File: src/rtl/sub32_pipe_pkg.sv
// Shared widths and the result flag bundle for the two-stage 32-bit subtractor.
package sub32_pipe_pkg;
  localparam int DATA_W = 32;
  localparam int HALF_W = 16;

  typedef struct packed {
    logic bo;
    logic ovf;
    logic zero;
  } flags_t;
endpackage

File: src/rtl/sub32_pipe_cla16.sv
// 16-bit carry-lookahead adder: four 4-bit groups with lookahead across groups.
module cla16 (
  input  logic [15:0] x,
  input  logic [15:0] y,
  input  logic        ci,
  output logic [15:0] s,
  output logic        co
);
  logic [15:0] g;
  logic [15:0] p;
  logic [15:0] c;
  logic [3:0]  gg;
  logic [3:0]  gp;
  logic [4:0]  gc;

  always_comb begin
    g  = x & y;
    p  = x ^ y;
    gg = '0;
    gp = '0;
    c  = '0;
    for (int k = 0; k < 4; k++) begin
      gg[k] = g[4*k+3] | (p[4*k+3] & g[4*k+2]) | (p[4*k+3] & p[4*k+2] & g[4*k+1])
            | (p[4*k+3] & p[4*k+2] & p[4*k+1] & g[4*k]);
      gp[k] = &p[4*k +: 4];
    end
    // Group carries resolved in parallel from the group generate/propagate terms.
    gc[0] = ci;
    gc[1] = gg[0] | (gp[0] & ci);
    gc[2] = gg[1] | (gp[1] & gg[0]) | (gp[1] & gp[0] & ci);
    gc[3] = gg[2] | (gp[2] & gg[1]) | (gp[2] & gp[1] & gg[0]) | (gp[2] & gp[1] & gp[0] & ci);
    gc[4] = gg[3] | (gp[3] & gg[2]) | (gp[3] & gp[2] & gg[1]) | (gp[3] & gp[2] & gp[1] & gg[0])
          | (gp[3] & gp[2] & gp[1] & gp[0] & ci);
    for (int k = 0; k < 4; k++) begin
      c[4*k] = gc[k];
      for (int j = 0; j < 3; j++) begin
        c[4*k+j+1] = g[4*k+j] | (p[4*k+j] & c[4*k+j]);
      end
    end
    s  = p ^ c;
    co = gc[4];
  end
endmodule

File: src/rtl/sub32_pipe.sv
// Two-stage 32-bit subtractor d = a - b - bi with valid/ready flow control;
// the low half resolves in stage 1, the high half and flags in stage 2.
module sub32_pipe
  import sub32_pipe_pkg::*;
(
  input  logic              clk,
  input  logic              rst,
  input  logic [DATA_W-1:0] a,
  input  logic [DATA_W-1:0] b,
  input  logic              bi,
  input  logic              in_valid,
  output logic              in_ready,
  output logic [DATA_W-1:0] d,
  output logic              bo,
  output logic              ovf,
  output logic              zero,
  output logic              out_valid,
  input  logic              out_ready
);
  logic              vld_p1;
  logic [HALF_W-1:0] lo_p1;
  logic              c_p1;
  logic [HALF_W-1:0] ahi_p1;
  logic [HALF_W-1:0] nbhi_p1;
  logic              a31_p1;
  logic              b31_p1;

  logic              vld_p2;
  logic [DATA_W-1:0] d_p2;
  flags_t            flags_p2;

  logic              ld2;
  logic              ld1;
  logic [HALF_W-1:0] lo_sum;
  logic              lo_co;
  logic [HALF_W-1:0] hi_sum;
  logic              hi_co;
  logic [DATA_W-1:0] d_full;
  flags_t            flags_nxt;

  assign ld2      = ~vld_p2 | out_ready;
  assign in_ready = ~rst & (~vld_p1 | ld2);
  assign ld1      = in_ready;

  cla16 u_lo (
    .x  (a[HALF_W-1:0]),
    .y  (~b[HALF_W-1:0]),
    .ci (~bi),
    .s  (lo_sum),
    .co (lo_co)
  );

  cla16 u_hi (
    .x  (ahi_p1),
    .y  (nbhi_p1),
    .ci (c_p1),
    .s  (hi_sum),
    .co (hi_co)
  );

  always_comb begin
    d_full         = {hi_sum, lo_p1};
    flags_nxt.bo   = ~hi_co;
    flags_nxt.ovf  = (a31_p1 != b31_p1) && (d_full[DATA_W-1] != a31_p1);
    flags_nxt.zero = (d_full == '0);
  end

  // Stage 1: low-half sum and carry, high-half operands.
  always_ff @(posedge clk) begin
    if (rst) begin
      vld_p1 <= 1'b0;
    end else if (ld1) begin
      vld_p1 <= in_valid;
    end
    if (ld1 && in_valid) begin
      lo_p1   <= lo_sum;
      c_p1    <= lo_co;
      ahi_p1  <= a[DATA_W-1:HALF_W];
      nbhi_p1 <= ~b[DATA_W-1:HALF_W];
      a31_p1  <= a[DATA_W-1];
      b31_p1  <= b[DATA_W-1];
    end
  end

  // Stage 2: high-half sum, flags and the output register.
  always_ff @(posedge clk) begin
    if (rst) begin
      vld_p2   <= 1'b0;
      d_p2     <= '0;
      flags_p2 <= '0;
    end else if (ld2) begin
      vld_p2 <= vld_p1;
      if (vld_p1) begin
        d_p2     <= d_full;
        flags_p2 <= flags_nxt;
      end
    end
  end

  assign d         = d_p2;
  assign bo        = flags_p2.bo;
  assign ovf       = flags_p2.ovf;
  assign zero      = flags_p2.zero;
  assign out_valid = vld_p2;
endmodule

File: config.mk
export PLATFORM = sky130hd
export DESIGN_NAME = sub32_pipe
export DESIGN_NICKNAME = d
export VERILOG_FILES = /design/src/rtl/sub32_pipe_pkg.sv /design/src/rtl/sub32_pipe_cla16.sv /design/src/rtl/sub32_pipe.sv
export SDC_FILE = /design/constraint.sdc
export NUM_CORES = 1
export LEC_CHECK = 0
export ABC_AREA = 0
export CAP_MARGIN = 20
export CORE_ASPECT_RATIO = 0.8
export CORE_UTILIZATION = 40
export CTS_CLUSTER_SIZE = 16
export DETAILED_ROUTE_END_ITERATION = 12
export GPL_TIMING_DRIVEN = 0
export HOLD_SLACK_MARGIN = 0.06
export MAX_ROUTING_LAYER = met4
export PLACE_DENSITY = 0.79
export SYNTH_ARGS = -nofsm -noshare
export SYNTH_HDL_FRONTEND = slang
export SYNTH_SLANG_ARGS = --single-unit
File: constraint.sdc
create_clock -name clk -period 6.3 [get_ports clk]
set_clock_uncertainty 0.05 [all_clocks]
set_input_delay 1.575 -clock clk [delete_from_list [all_inputs] [get_ports clk]]
set_output_delay 1.575 -clock clk [all_outputs]
set_load 0.005 [all_outputs]
# == After elaboration in Yosys (flattened, before gate mapping) ==
# Cells that the tools add are included.
# Widths: inputs -> output; s select.
# word_totals
regBits,88
elab_cells,206
out_inout_bits,37
# op_classes
n_reduce_logical,12
n_eq_ne,2
bitwise_logic,180
# ops
op,count
$and 1x1->1,97
$or 1x1->1,70
$xor 16x16->16,4
$and 16x16->16,2
$logic_not 32->1,1
$not 16->16,2
$reduce_and 4->1,8
$not 1->1,5
$logic_and 1x1->1,2
$ne 1x1->1,2
$reduce_and 2->1,1

# == Longest topological paths before layout ==
# Gate-level depths: netlist of run 1.
# depth
word_depth,18
depth_mapped,13

# == Modules after synthesis ==
# A second synthesis of run 1 with hierarchy kept.
# unflattened
cells_unflattened,402
area_unflattened_um2,4375.4
# modules_own_cells
mod,instances,cells_per_inst,area_per_inst_um2
sub32_pipe,1,258,2984.1
cla16 (u_lo),1,72,698.2
cla16 (u_hi),1,72,693.2

# == Worst setup path before layout of run 1 ==
# OpenSTA, ideal clock, no wires.
# synth_timing
path_type,input-to-reg
from,input b[0]
to,"register lo_p1[14], data pin"
slack_ns,2.176
arrival_ns,3.824
stages,11
required_time_ns,6.000
cell_sequence,inv_1 > ha_1 > nor2b_1 > o211ai_1 > a32oi_1 > o2111a_1 > a211oi_1 > fa_1 > fa_1 > fa_1 > inv_1
# synth_via
elab_chain_cells,12
# synth_rtl
element,line,text
from (decl),sub32_pipe.sv:9,"input logic [DATA_W-1:0] b,"
$not 16->16 (*),sub32_pipe.sv:47,".y (~b[HALF_W-1:0]),"
$and 16x16->16,sub32_pipe_cla16.sv:17,g = x & y;
$and 1x1->1,sub32_pipe_cla16.sv:24,| (p[4*k+3] & p[4*k+2] & p[4*k+1] & g[4*k]);
$or 1x1->1,sub32_pipe_cla16.sv:24,
$and 1x1->1,sub32_pipe_cla16.sv:31,gc[3] = gg[2] | (gp[2] & gg[1]) | (gp[2] & gp[1] & gg[0]) | (gp[2] & gp[1] & gp[0] & ci);
$or 1x1->1,sub32_pipe_cla16.sv:31,
$or 1x1->1 (*),sub32_pipe_cla16.sv:31,
$and 1x1->1 (*),sub32_pipe_cla16.sv:37,c[4*k+j+1] = g[4*k+j] | (p[4*k+j] & c[4*k+j]);
$or 1x1->1 (*),sub32_pipe_cla16.sv:37,
$and 1x1->1 (*),sub32_pipe_cla16.sv:37,
$or 1x1->1 (*),sub32_pipe_cla16.sv:37,
$xor 16x16->16 (*),sub32_pipe_cla16.sv:40,s = p ^ c;
named net lo_sum[14],sub32_pipe.sv:34,logic [HALF_W-1:0] lo_sum;
to (signal assigned),sub32_pipe.sv:76,lo_p1 <= lo_sum;
to (decl),sub32_pipe.sv:21,logic [HALF_W-1:0] lo_p1;
# Mark *: on every way through the listed nets, which the timed path passes. The rest lies on a longest branch.
# A chain may end at the register's enable or synchronous reset.

# == Worst setup path in the final report of run 1 ==
# Ends and elaborated chain as after synthesis.

==> results of run 1 <==
cell families after synthesis:
group	synth area share, %
buffers and inverters	7.33
AOI/OAI and AO/OA	9.38
adders and majority gates	20.1
xor gates and xnor gates	1.60
DFF	51.1
and+or+nand+nor	10.5
worst max-delay path, delay by kind of cell:
family	cells	cell delay, ns
adder cells (fa/ha/maj)	4	1.53
AND/OR/NAND/NOR	1	0.12
buffers and inverters	3	0.60
AO/OA/AOI/OAI	4	0.81
layer usage:
metal  routed length (um)  vias to the layer above  share of wire (%)  track usage (%)
met2                 5020                       90                 51             34.9
met4                   80                        0               0.82             5.27
met1                 4040                     1546                 41             19.9
li1                     -                     1598                  -                -
met5                    0                        -                  0                -
met3                  627                       11                6.4             5.62
power by group through the flow:
stage               clock [uW]  combinational [uW]  sequential [uW]
detailed placement           0                 240              673
global route               556                 267              665
global placement             0                 227              673
floorplan                    0                 119              671
CTS                        535                 242              662
finish                     526                 239              661
registers in the layout, indices dropped and copies added, names as in the netlist:
name       count
bo             1
zero           1
ahi_p1        16
lo_p1         16
c_p1           1
ovf            1
b31_p1         1
d             32
vld_p1         1
nbhi_p1       16
out_valid      1
synthesized netlist by cell type (all sizes together) (3+ instances only):
cell / count
inv: 72
nand2: 58
edfxtp: 50
a21oi: 42
dfxtp: 37
ha: 32
fa: 24
nor2: 20
a211oi: 7
o21ai: 7
buf: 6
clkbuf: 6
nor4: 5
xnor2: 5
nand4: 4
nor2b: 4
a21o: 3
xor2: 3
how the worst max path moves through the flow:
stage               cells after the start  startpoint  slack, ns         to
finish                                 12        b[0]       1.72  lo_p1[14]
global route                           12        b[0]       1.54  lo_p1[15]
CTS                                    12        b[0]       1.69  lo_p1[14]
detailed placement                     12        b[0]       1.35  lo_p1[14]
global placement                       12        b[0]       1.43  lo_p1[14]
floorplan                              11        b[0]       2.18  lo_p1[14]
cell type report:
class / instances / area [um2]
fill: 883 / 4510
clock buffer: 9 / 225
inverter: 72 / 270
buffer: 12 / 51.3
tap: 140 / 175
timing repair buffer: 106 / 1070
clock inverter: 7 / 71.3
multi-input combinational: 238 / 1830
sequential: 87 / 2240
per-stage QoR:
stage | setup WS [ns] | util (%)
floorplan | 2.18 | -
global placement | 1.43 | 53.7
detailed placement | 1.35 | 53.9
finish | 1.72 | 56.8
CTS | 1.69 | 56.8
global route | 1.54 | 56.8
==> flow_metrics.tcl, run 1 <==
set metrics [dict create \
    setup_violations 0 \
    drt-total-wl_um 9780 \
    grt_usage_pct 19.0 \
    clkTransAtPathRegs_ns 0.06 \
    reg2reg_to "zero" \
    layout.cells.non_filler 671 \
    grt_pass1_vias 3378 \
    start_util_pct 42.0 \
    status "complete, no violations" \
    path_common_cell "fa_1" \
    grt_max_degree 30 \
    grt_overflow 0 \
    yosys.area.top_type "edfxtp_1" \
    core_mm2 0.0104 \
    min_to "zero" \
    async_flop_share_pct 0 \
    clock_tree.root_cell "clkbuf_16" \
    cts_tree "yes" \
    yosysWarnings 0 \
    slew_violations 0 \
    cp.arrival_ns 4.63 \
    grt_pass1_wl_um 15800 \
    finalNetCount 651 \
    die_h_um 95.7 \
    swShare_pct 24.5 \
    final-hold-violation-count 0 \
    postCtsSetupRepairBufs 0 \
    critPathLaunchType "input port" \
    min_path_type "reg -> reg" \
    routed_via_density 4.84 \
    path_max_fanout 3 \
    reg2reg_depth 12 \
    power.internal_uw 1080 \
    drtIter0Drc 136 \
    ant_nets 0 \
    r2r_start "ahi_p1[0]" \
    die_x_um 119 \
    first_pass_iters 4 \
    slew_headroom_pct 62.0 \
    final_common_cell "clkdlybuf4s50_1" \
    holdWs_ns 0.405 \
    postLayoutCellArea_mm2 0.00593 \
    antenna_cells 0 \
    fin_tns_setup_ns 0 \
    pwr-share-comb_pct 16.7 \
    cp-end-kind "flop" \
    hp-start "zero" \
    cts_made_buffers 9 \
    path_class "in -> reg" \
    cts_hold_buf 0 \
    dpl.hpwl_um 7750 \
    synthesis.nets 534 \
    path_cells "clkdlybuf4s50_1 -> inv_1 -> ha_1 -> nor2b_1 -> o211ai_1 -> a32oi_1 -> o2111a_1 -> a211oi_1 -> fa_1 -> fa_1 -> fa_1 -> inv_1" \
    synth.avg_cell_area_um2 10.7 \
    power.share.sequential_pct 46.4 \
    area_growth_syn_to_layout_pct 35.2 \
    clkPwrFrac_pct 36.9 \
    ys_seq_elements 87 \
    synthTopCellsByArea "edfxtp_1, dfxtp_1, fa_1" \
    power.net_switching_uw 350 \
    max_freq_mhz 218 \
    final_cell_mix "clkdlybuf4s50_1, inv_1, nand2_1" \
    worstMarginPinSlew_ns 0.569 \
    min_delay_path_depth 2 \
    reg2reg_slack_ns 2.17 \
    die_area_mm2 0.0114 \
    synth_cell_types 39 \
    drive_gt1_share_pct 4.14 \
    cts_num_sinks 87 \
    yosysTopAreaCellShare_pct 34.2 \
    fp-row-count 33 \
    period_minus_slack_ns 4.58 \
    required_ns 6.35 \
    pin_count 106 \
    drv_cap 0 \
    numPortBuffers 105 \
    placedCellCount 655 \
    synth_cells 409 \
    gp_congestion 0.772 \
    rsz0062_at_grt "no" \
    yosys_most_used_dff "edfxtp_1" \
    cts_buffer_depth 2 \
    post_cts_resized 0 \
    powerDensity_mw_per_mm2 240 \
    irDropWorstVdd_mv 0.138 \
    slowest_delay_ns 0.51 \
    post_drt_wl_per_cell_um 14.6 \
    place_area_mm2 0.00564 \
    ys_seq_area_share_pct 51.1 \
    via_count 3245 \
    synthesis.area_mm2 0.00439 \
    synth-edff-count 50 \
    cts.htree.levels 3 \
    post-route-period-util_pct 72.7 \
    clk-insertion-delay-late_ns 0.34 \
    antenna_found_initial 0 \
    total_power_uw 1430 \
    cellLeakagePower_uw 0.00243 \
    slowest_stage "clkdlybuf4s50_1" \
    drc 0 \
]
No activity file was read; power rests on OpenSTA's default activity.
==> run 2, diff against run 1 <==
- clock period: 6.3 -> 4.6 ns (I/O delays scaled with it)
==> results of run 2 <==
The final DEF is identical to that of run 1. Status: complete, no violations.
Main changes from that run: setup slack after placement 1.35 ns -> 0.0737 ns; setup slack after layout 1.72 ns -> 0.445 ns; register-to-register setup slack 2.17 ns -> 0.47 ns; total power 1430 uW -> 1950 uW; worst IR drop on VDD 0.138 mV -> 0.190 mV
